<file path="src/rtl/adc_fft_buf_reader_if.sv">
// Sample stream from the buffer reader to the FFT input stage:
// a valid/ready beat carrying one sample plus an end-of-frame marker.
interface adc_fft_buf_reader_if #(
    parameter int DW = 8
);
    logic [DW-1:0] data;
    logic          valid;
    logic          ready;
    logic          last;

    modport master (output data, output valid, output last, input ready);
    modport slave  (input data, input valid, input last, output ready);
endinterface

</file>
<file path="src/rtl/adc_fft_buf_reader.sv">
// Read-side controller for the ADC->FFT sample buffer. It fetches one frame
// from RAM port B, hides the RAM read latency with a valid pipe, and feeds a
// small skid FIFO. Reads are issued only while the FIFO has room for every
// read already in flight, so the FIFO can never overflow.
module adc_fft_buf_reader #(
    parameter int AW         = 12,
    parameter int DW         = 8,
    parameter int RD_LAT     = 1,
    parameter int FIFO_DEPTH = 4
) (
    input  logic                 clk,
    input  logic                 reset,
    input  logic                 start,
    input  logic [AW-1:0]        base_addr,
    input  logic [AW-1:0]        frame_len,
    input  logic                 abort,
    output logic                 busy,
    output logic                 done,
    output logic [AW-1:0]        ram_adb,
    output logic                 ram_ceb,
    output logic                 ram_oce,
    input  logic [DW-1:0]        ram_dout,
    adc_fft_buf_reader_if.master m
);
    localparam int PW = (FIFO_DEPTH > 1) ? $clog2(FIFO_DEPTH) : 1;
    localparam int CW = $clog2(FIFO_DEPTH + 1);
    localparam logic [CW:0]   DEPTH_C  = (CW + 1)'(FIFO_DEPTH);
    localparam logic [PW-1:0] PTR_LAST = PW'(FIFO_DEPTH - 1);
    localparam logic [AW:0]   ONE_C    = (AW + 1)'(1);

    // FLUSH is the one-cycle gap between an abort and its done pulse.
    typedef enum logic [2:0] {IDLE, RUN, DRAIN, FLUSH, FIN} state_t;

    state_t              state_reg, state_next;
    logic [AW-1:0]       rd_addr_reg, rd_addr_next;
    logic [AW:0]         issue_cnt_reg, issue_cnt_next;
    logic [AW:0]         beat_cnt_reg, beat_cnt_next;
    logic [RD_LAT-1:0]   vld_pipe_reg, vld_pipe_next;
    logic [DW-1:0]       fifo_mem [FIFO_DEPTH];
    logic [PW-1:0]       wr_ptr_reg, rd_ptr_reg;
    logic [CW-1:0]       count_reg;
    logic [CW:0]         inflight, outstanding;
    logic                issue, flush, fifo_wr, fifo_rd, handshake;

    function automatic logic [PW-1:0] ptr_inc(input logic [PW-1:0] p);
        return (p == PTR_LAST) ? '0 : p + 1'b1;
    endfunction

    // Read-valid pipe: stage 0 takes the read issued this cycle.
    assign vld_pipe_next[0] = issue;
    genvar gi;
    generate
        for (gi = 1; gi < RD_LAT; gi++) begin : g_pipe
            assign vld_pipe_next[gi] = vld_pipe_reg[gi-1];
        end
    endgenerate

    // Data leaves the RAM exactly when its valid leaves the pipe.
    assign fifo_wr   = vld_pipe_reg[RD_LAT-1];
    assign handshake = m.valid && m.ready;
    assign fifo_rd   = handshake;

    // Stream side is driven straight from the FIFO head; zero when empty.
    assign m.valid = (count_reg != '0);
    assign m.data  = m.valid ? fifo_mem[rd_ptr_reg] : '0;
    assign m.last  = m.valid && (beat_cnt_reg == ONE_C);

    assign ram_oce = 1'b1;
    assign ram_adb = rd_addr_reg;
    assign ram_ceb = issue;

    // Reads in flight = set bits of the valid pipe; credit uses in-flight + stored.
    always_comb begin
        inflight = '0;
        for (int i = 0; i < RD_LAT; i++) begin
            inflight = inflight + {{CW{1'b0}}, vld_pipe_reg[i]};
        end
        outstanding = inflight + {1'b0, count_reg};
    end

    // Next-state, issue decision and status outputs.
    always_comb begin
        state_next     = state_reg;
        rd_addr_next   = rd_addr_reg;
        issue_cnt_next = issue_cnt_reg;
        beat_cnt_next  = beat_cnt_reg;
        issue          = 1'b0;
        flush          = 1'b0;
        busy           = (state_reg == RUN) || (state_reg == DRAIN) || (state_reg == FLUSH);
        done           = (state_reg == FIN);
        case (state_reg)
            IDLE, FIN: begin
                if (start) begin
                    rd_addr_next   = base_addr;
                    // A zero length means a full buffer of 2^AW samples.
                    issue_cnt_next = (frame_len == '0) ? {1'b1, {AW{1'b0}}} : {1'b0, frame_len};
                    beat_cnt_next  = issue_cnt_next;
                    state_next     = RUN;
                end else begin
                    state_next = IDLE;
                end
            end
            RUN, DRAIN: begin
                if (abort) begin
                    flush      = 1'b1;
                    state_next = FLUSH;
                end else begin
                    issue = (state_reg == RUN) && (issue_cnt_reg != '0) && (outstanding < DEPTH_C);
                    if (issue) begin
                        rd_addr_next   = rd_addr_reg + 1'b1;
                        issue_cnt_next = issue_cnt_reg - 1'b1;
                    end
                    if (handshake) begin
                        beat_cnt_next = beat_cnt_reg - 1'b1;
                    end
                    if (handshake && (beat_cnt_reg == ONE_C)) begin
                        state_next = FIN;
                    end else if ((state_reg == RUN) && (issue_cnt_next == '0)) begin
                        state_next = DRAIN;
                    end
                end
            end
            FLUSH:   state_next = FIN;
            default: state_next = IDLE;
        endcase
    end

    // Control registers, valid pipe and FIFO bookkeeping.
    always_ff @(posedge clk) begin
        if (reset) begin
            state_reg     <= IDLE;
            rd_addr_reg   <= '0;
            issue_cnt_reg <= '0;
            beat_cnt_reg  <= '0;
            vld_pipe_reg  <= '0;
            wr_ptr_reg    <= '0;
            rd_ptr_reg    <= '0;
            count_reg     <= '0;
        end else begin
            state_reg     <= state_next;
            rd_addr_reg   <= rd_addr_next;
            issue_cnt_reg <= issue_cnt_next;
            beat_cnt_reg  <= beat_cnt_next;
            if (flush) begin
                vld_pipe_reg <= '0;
                wr_ptr_reg   <= '0;
                rd_ptr_reg   <= '0;
                count_reg    <= '0;
            end else begin
                vld_pipe_reg <= vld_pipe_next;
                if (fifo_wr) wr_ptr_reg <= ptr_inc(wr_ptr_reg);
                if (fifo_rd) rd_ptr_reg <= ptr_inc(rd_ptr_reg);
                if (fifo_wr && !fifo_rd)      count_reg <= count_reg + 1'b1;
                else if (!fifo_wr && fifo_rd) count_reg <= count_reg - 1'b1;
            end
        end
    end

    // FIFO storage; contents need no reset because the count gates visibility.
    always_ff @(posedge clk) begin
        if (fifo_wr && !flush) begin
            fifo_mem[wr_ptr_reg] <= ram_dout;
        end
    end

    // The credit rule must keep a returning read from ever hitting a full FIFO.
    a_no_overflow: assert property (@(posedge clk) disable iff (reset)
        !(fifo_wr && (count_reg == CW'(FIFO_DEPTH))));
endmodule

</file>
<file path="src/flat_wrapper.sv">
// flat-port wrapper written by rule: the top's interface ports become plain ports
module adc_fft_buf_reader_flat 
#(
    parameter int AW         = 12,
    parameter int DW         = 8,
    parameter int RD_LAT     = 1,
    parameter int FIFO_DEPTH = 4
)
  (clk, reset, start, base_addr, frame_len, abort, busy, done, ram_adb, ram_ceb, ram_oce, ram_dout, m_data, m_valid, m_last, m_ready);
  adc_fft_buf_reader_if #(.DW(DW)) m_i ();
  input  logic clk;
  input  logic reset;
  input  logic start;
  input  logic [AW-1:0] base_addr;
  input  logic [AW-1:0] frame_len;
  input  logic abort;
  output logic busy;
  output logic done;
  output logic [AW-1:0] ram_adb;
  output logic ram_ceb;
  output logic ram_oce;
  input  logic [DW-1:0] ram_dout;
  output wire logic [$bits(m_i.data)-1:0] m_data;
  output wire logic [$bits(m_i.valid)-1:0] m_valid;
  output wire logic [$bits(m_i.last)-1:0] m_last;
  input wire logic [$bits(m_i.ready)-1:0] m_ready;
  assign m_data = m_i.data;
  assign m_valid = m_i.valid;
  assign m_last = m_i.last;
  assign m_i.ready = m_ready;
  adc_fft_buf_reader #(.AW(AW), .DW(DW), .RD_LAT(RD_LAT), .FIFO_DEPTH(FIFO_DEPTH)) u_core (.clk(clk), .reset(reset), .start(start), .base_addr(base_addr), .frame_len(frame_len), .abort(abort), .busy(busy), .done(done), .ram_adb(ram_adb), .ram_ceb(ram_ceb), .ram_oce(ram_oce), .ram_dout(ram_dout), .m(m_i));
endmodule
</file>
<file path="config.mk">
export PLATFORM = sky130hd
export DESIGN_NAME = adc_fft_buf_reader_flat
export DESIGN_NICKNAME = d
export VERILOG_FILES = /design/src/rtl/adc_fft_buf_reader_if.sv /design/src/rtl/adc_fft_buf_reader.sv /design/src/flat_wrapper.sv
export SDC_FILE = /design/constraint.sdc
export NUM_CORES = 1
export LEC_CHECK = 0
export ABC_AREA = 1
export ABC_CLOCK_PERIOD_IN_PS = 1900
export BUFFER_PORTS_ARGS = -buffer_cell sky130_fd_sc_hd__buf_2
export CORE_ASPECT_RATIO = 0.8
export CORE_UTILIZATION = 50
export CTS_CLUSTER_SIZE = 16
export DETAILED_ROUTE_END_ITERATION = 16
export GPL_TIMING_DRIVEN = 0
export PLACE_DENSITY = 0.78
export RECOVER_POWER = 100
export SYNTH_ARGS = -nofsm -noshare
export SYNTH_HDL_FRONTEND = slang
export SYNTH_SLANG_ARGS = --single-unit
</file>
<file path="constraint.sdc">
create_clock -name clk -period 1.9 [get_ports clk]
set_input_delay 0.19 -clock clk [delete_from_list [all_inputs] [get_ports clk]]
set_output_delay 0.19 -clock clk [all_outputs]
set_load 0.1 [all_outputs]
</file>
==> summary.txt <==
mapped cell area: 0.004564 mm2
EDFF count, synth: 32
Post-synth ARST share: 0%
FILL cells: 659
syn nets: 652
failing checks: setup timing
global route total overflow: 0
area delta synth->final: 32.18%
proportion of layout cells with a drive suffix above 1: 30.32%
Critical Path Sink Type: register
diode count: 0
worst-path fanout max: 3
row cnt: 30
I/O pin count: 63
post-synth cell types: 39
Initial Utilization: 52.64%
via/cell ratio: 5.697
Critical Path, Cell by Cell: nor3_4 > nor2_2 > inv_2 > ha_4 > inv_4 > fa_2 > a21oi_2 > o21ai_2 > xor2_1 > nor2_1
GP Congestion: 0.8624
Vias: 4603
Syn Area/Cell: 7.569 um2
drt pass-1 iters: 5
clock buffer count from CTS: 9
achievable frequency: 0.5200 GHz
Final period util: 101.2%
wire per inst: 16.88 um
Syn Inst Count: 603
max reg flops: 32
Multi-input gate area: 0.002608 mm2
input/output buffers: 61
total of max-cap violations: 0
clock skew: 0.007848 ns
Core Box Area: 0.008671 mm2
status: complete, but fails checks
vias in the first global route: 4229
worst-skew pair later-pin latency: 0.34 ns
clock-pin transition on the worst setup and hold timing paths: 0.07 ns
die area: 0.009517 mm2
crit start category: register
crit path kind: reg -> reg
synthesis warning total: 0
RSZ-0062 raised after global routing: true
H-tree depth: 3
slowest stage delay, CP: 0.38 ns
Main synth FF type: dfxtp_1
hold_ws: 0.1002 ns
register area share after synthesis: 43.42%
Util after Layout: 69.58%
first-pass GRT wire length: 20270 um
GRT Util Overall: 28.16%
DR iter-0 viols: 406
TritonCTS clock tree: done
CP Data Required Time: 2.13 ns
Worst-Margin Slew: 0.6295 ns
final wirelength: 13640 um
slew margin rel.: 58.03%
worst setup margin: -0.02301 ns
largest net degree at the start of global routing: 15
worst hold path type: in -> reg
Seq cells post-synth: 83
net count reported at finish: 740
clk buf depth: 2
final hold vios: 0
DRC viols: 0
initial antenna violation count: 0
Tmin final: 1.923 ns
slowest stage cell, crit path: fa_2
Setup violations, final: 2
detailed placement HPWL: 8819 um
CTS sink count: 83
Root Driver: clkbuf_16
DRT antenna net count: 0
final slew viol count: 0
register area: 0.002044 mm2
crit path DAT: 2.15 ns
die width: 108.8 um
die height: 87.46 um
==> cells in the mapped netlist, drive strengths merged, types with 2 or more instances <==
library cell  instances  share of area, %
nor2                107               9.8
nor3                  7              0.77
xor2                 10               1.9
nand3                25               3.1
buf                   7               1.1
a21oi                29               3.2
dfxtp                51                22
clkbuf               15               1.2
nand4                 7              0.96
edfxtp               32                21
o21ai                66               7.5
nor4                  3              0.41
or2                   2              0.27
xnor2                 9               1.7
inv                  55               4.7
a31oi                25               3.4
ha                   11               3.0
o211ai                4              0.66
nand2               134                12
==> critical path: cells and delay by family (launching register included) <==
family / cells / cell delay [ns]
fa+ha+maj: 2 / 0.52
flops: 1 / 0.36
simple gates: 3 / 0.34
compound gates: 2 / 0.26
xor+xnor: 1 / 0.19
buf+inv: 2 / 0.12
==> path summary, 6_finish.rpt <==
| kind | depth (start not counted) | slack, ns | from | end |
|---|---|---|---|---|
| worst min-delay path | 4 | 0.10 | reset | u_core.state_reg[1]$_SDFFE_PP0P_ |
| worst max register to register | 10 | -0.02 | u_core.count_reg[2]$_SDFFE_PP0P_ | u_core.count_reg[2]$_SDFFE_PP0P_ |
| worst max-delay path | 10 | -0.02 | u_core.count_reg[2]$_SDFFE_PP0P_ | u_core.count_reg[2]$_SDFFE_PP0P_ |
| worst min register to register | 2 | 0.50 | u_core.beat_cnt_reg[12]$_SDFFE_PP0P_ | u_core.beat_cnt_reg[12]$_SDFFE_PP0P_ |
==> metal layers <==
| metal | vias to the layer above | global-route usage, % | routed length, um |
|---|---|---|---|
| met5 | - | 0 | 0 |
| met4 | 0 | 12.16 | 393 |
| li1 | 2181 | - | - |
| met2 | 214 | 45.57 | 6521 |
| met1 | 2169 | 36.99 | 5597 |
| met3 | 39 | 5.086 | 1128 |
==> stage by stage <==
stage	std cells	worst slack, ns	instance area, um2	setup TNS [ns]
2_1_floorplan	603	-0.1436	4743	-0.1739
3_3_place_gp	776	-0.2410	5189	-9.418
3_5_place_dp	776	-0.3366	5189	-12.32
4_1_cts	799	0.001798	5718	0
5_1_grt	808	-0.1437	6033	-0.4364
6_report	808	-0.02301	6033	-0.02815
==> logic make-up after synthesis <==
logic type | synth area share, %
simple gates | 27.00
compound gates | 15.41
flops | 43.42
buf+inv | 6.990
xor+xnor | 3.646
fa+ha+maj | 3.454
other cells | 0.08216
==> cell usage in the layout (no fill, tap or decap), types with 3 or more instances in the layout <==
master / Yosys / routed
a21oi_1: 29 / 19
a21oi_4: 0 / 8
a31oi_1: 25 / 25
buf_12: 0 / 7
buf_2: 3 / 41
buf_4: 1 / 14
buf_6: 2 / 12
clkbuf_1: 15 / 17
clkbuf_16: 0 / 10
clkbuf_2: 0 / 4
dfxtp_1: 51 / 21
dfxtp_2: 0 / 20
dfxtp_4: 0 / 10
edfxtp_1: 32 / 32
ha_1: 11 / 7
ha_4: 0 / 4
inv_1: 49 / 37
inv_2: 4 / 12
inv_4: 1 / 3
nand2_1: 130 / 123
nand2_2: 2 / 7
nand2_4: 1 / 3
nand3_1: 23 / 18
nand3_2: 1 / 4
nand3_4: 1 / 3
nand4_1: 7 / 7
nor2_1: 100 / 82
nor2_2: 3 / 11
nor2_4: 3 / 13
nor3_1: 7 / 4
nor4_1: 3 / 3
o211ai_1: 4 / 4
o21ai_0: 64 / 52
o21ai_1: 1 / 12
xnor2_1: 9 / 9
xor2_1: 10 / 10
==> timing repair <==
action | CTS | global route
resized for setup | 56 | 83
cloned | 0 | 2
hold buffers | 0 | 0
setup endpoints to repair | 62 | 77
pin swaps | 12 | 23
buffers inserted | 9 | 7
==> cell type report <==
| class | count | area share [%] |
|---|---|---|
| clock inverter | 7 | 1.141 |
| buffer | 20 | 2.219 |
| clock buffer | 9 | 3.733 |
| sequential | 83 | 33.89 |
| timing repair buffer | 79 | 9.706 |
| multi-input combinational | 443 | 43.22 |
| inverter | 55 | 3.774 |
| tap | 112 | 2.323 |
Power is left out: the tool's default activity adds up to more than one toggle a clock period on the data nets, which glitch-free logic cannot reach.
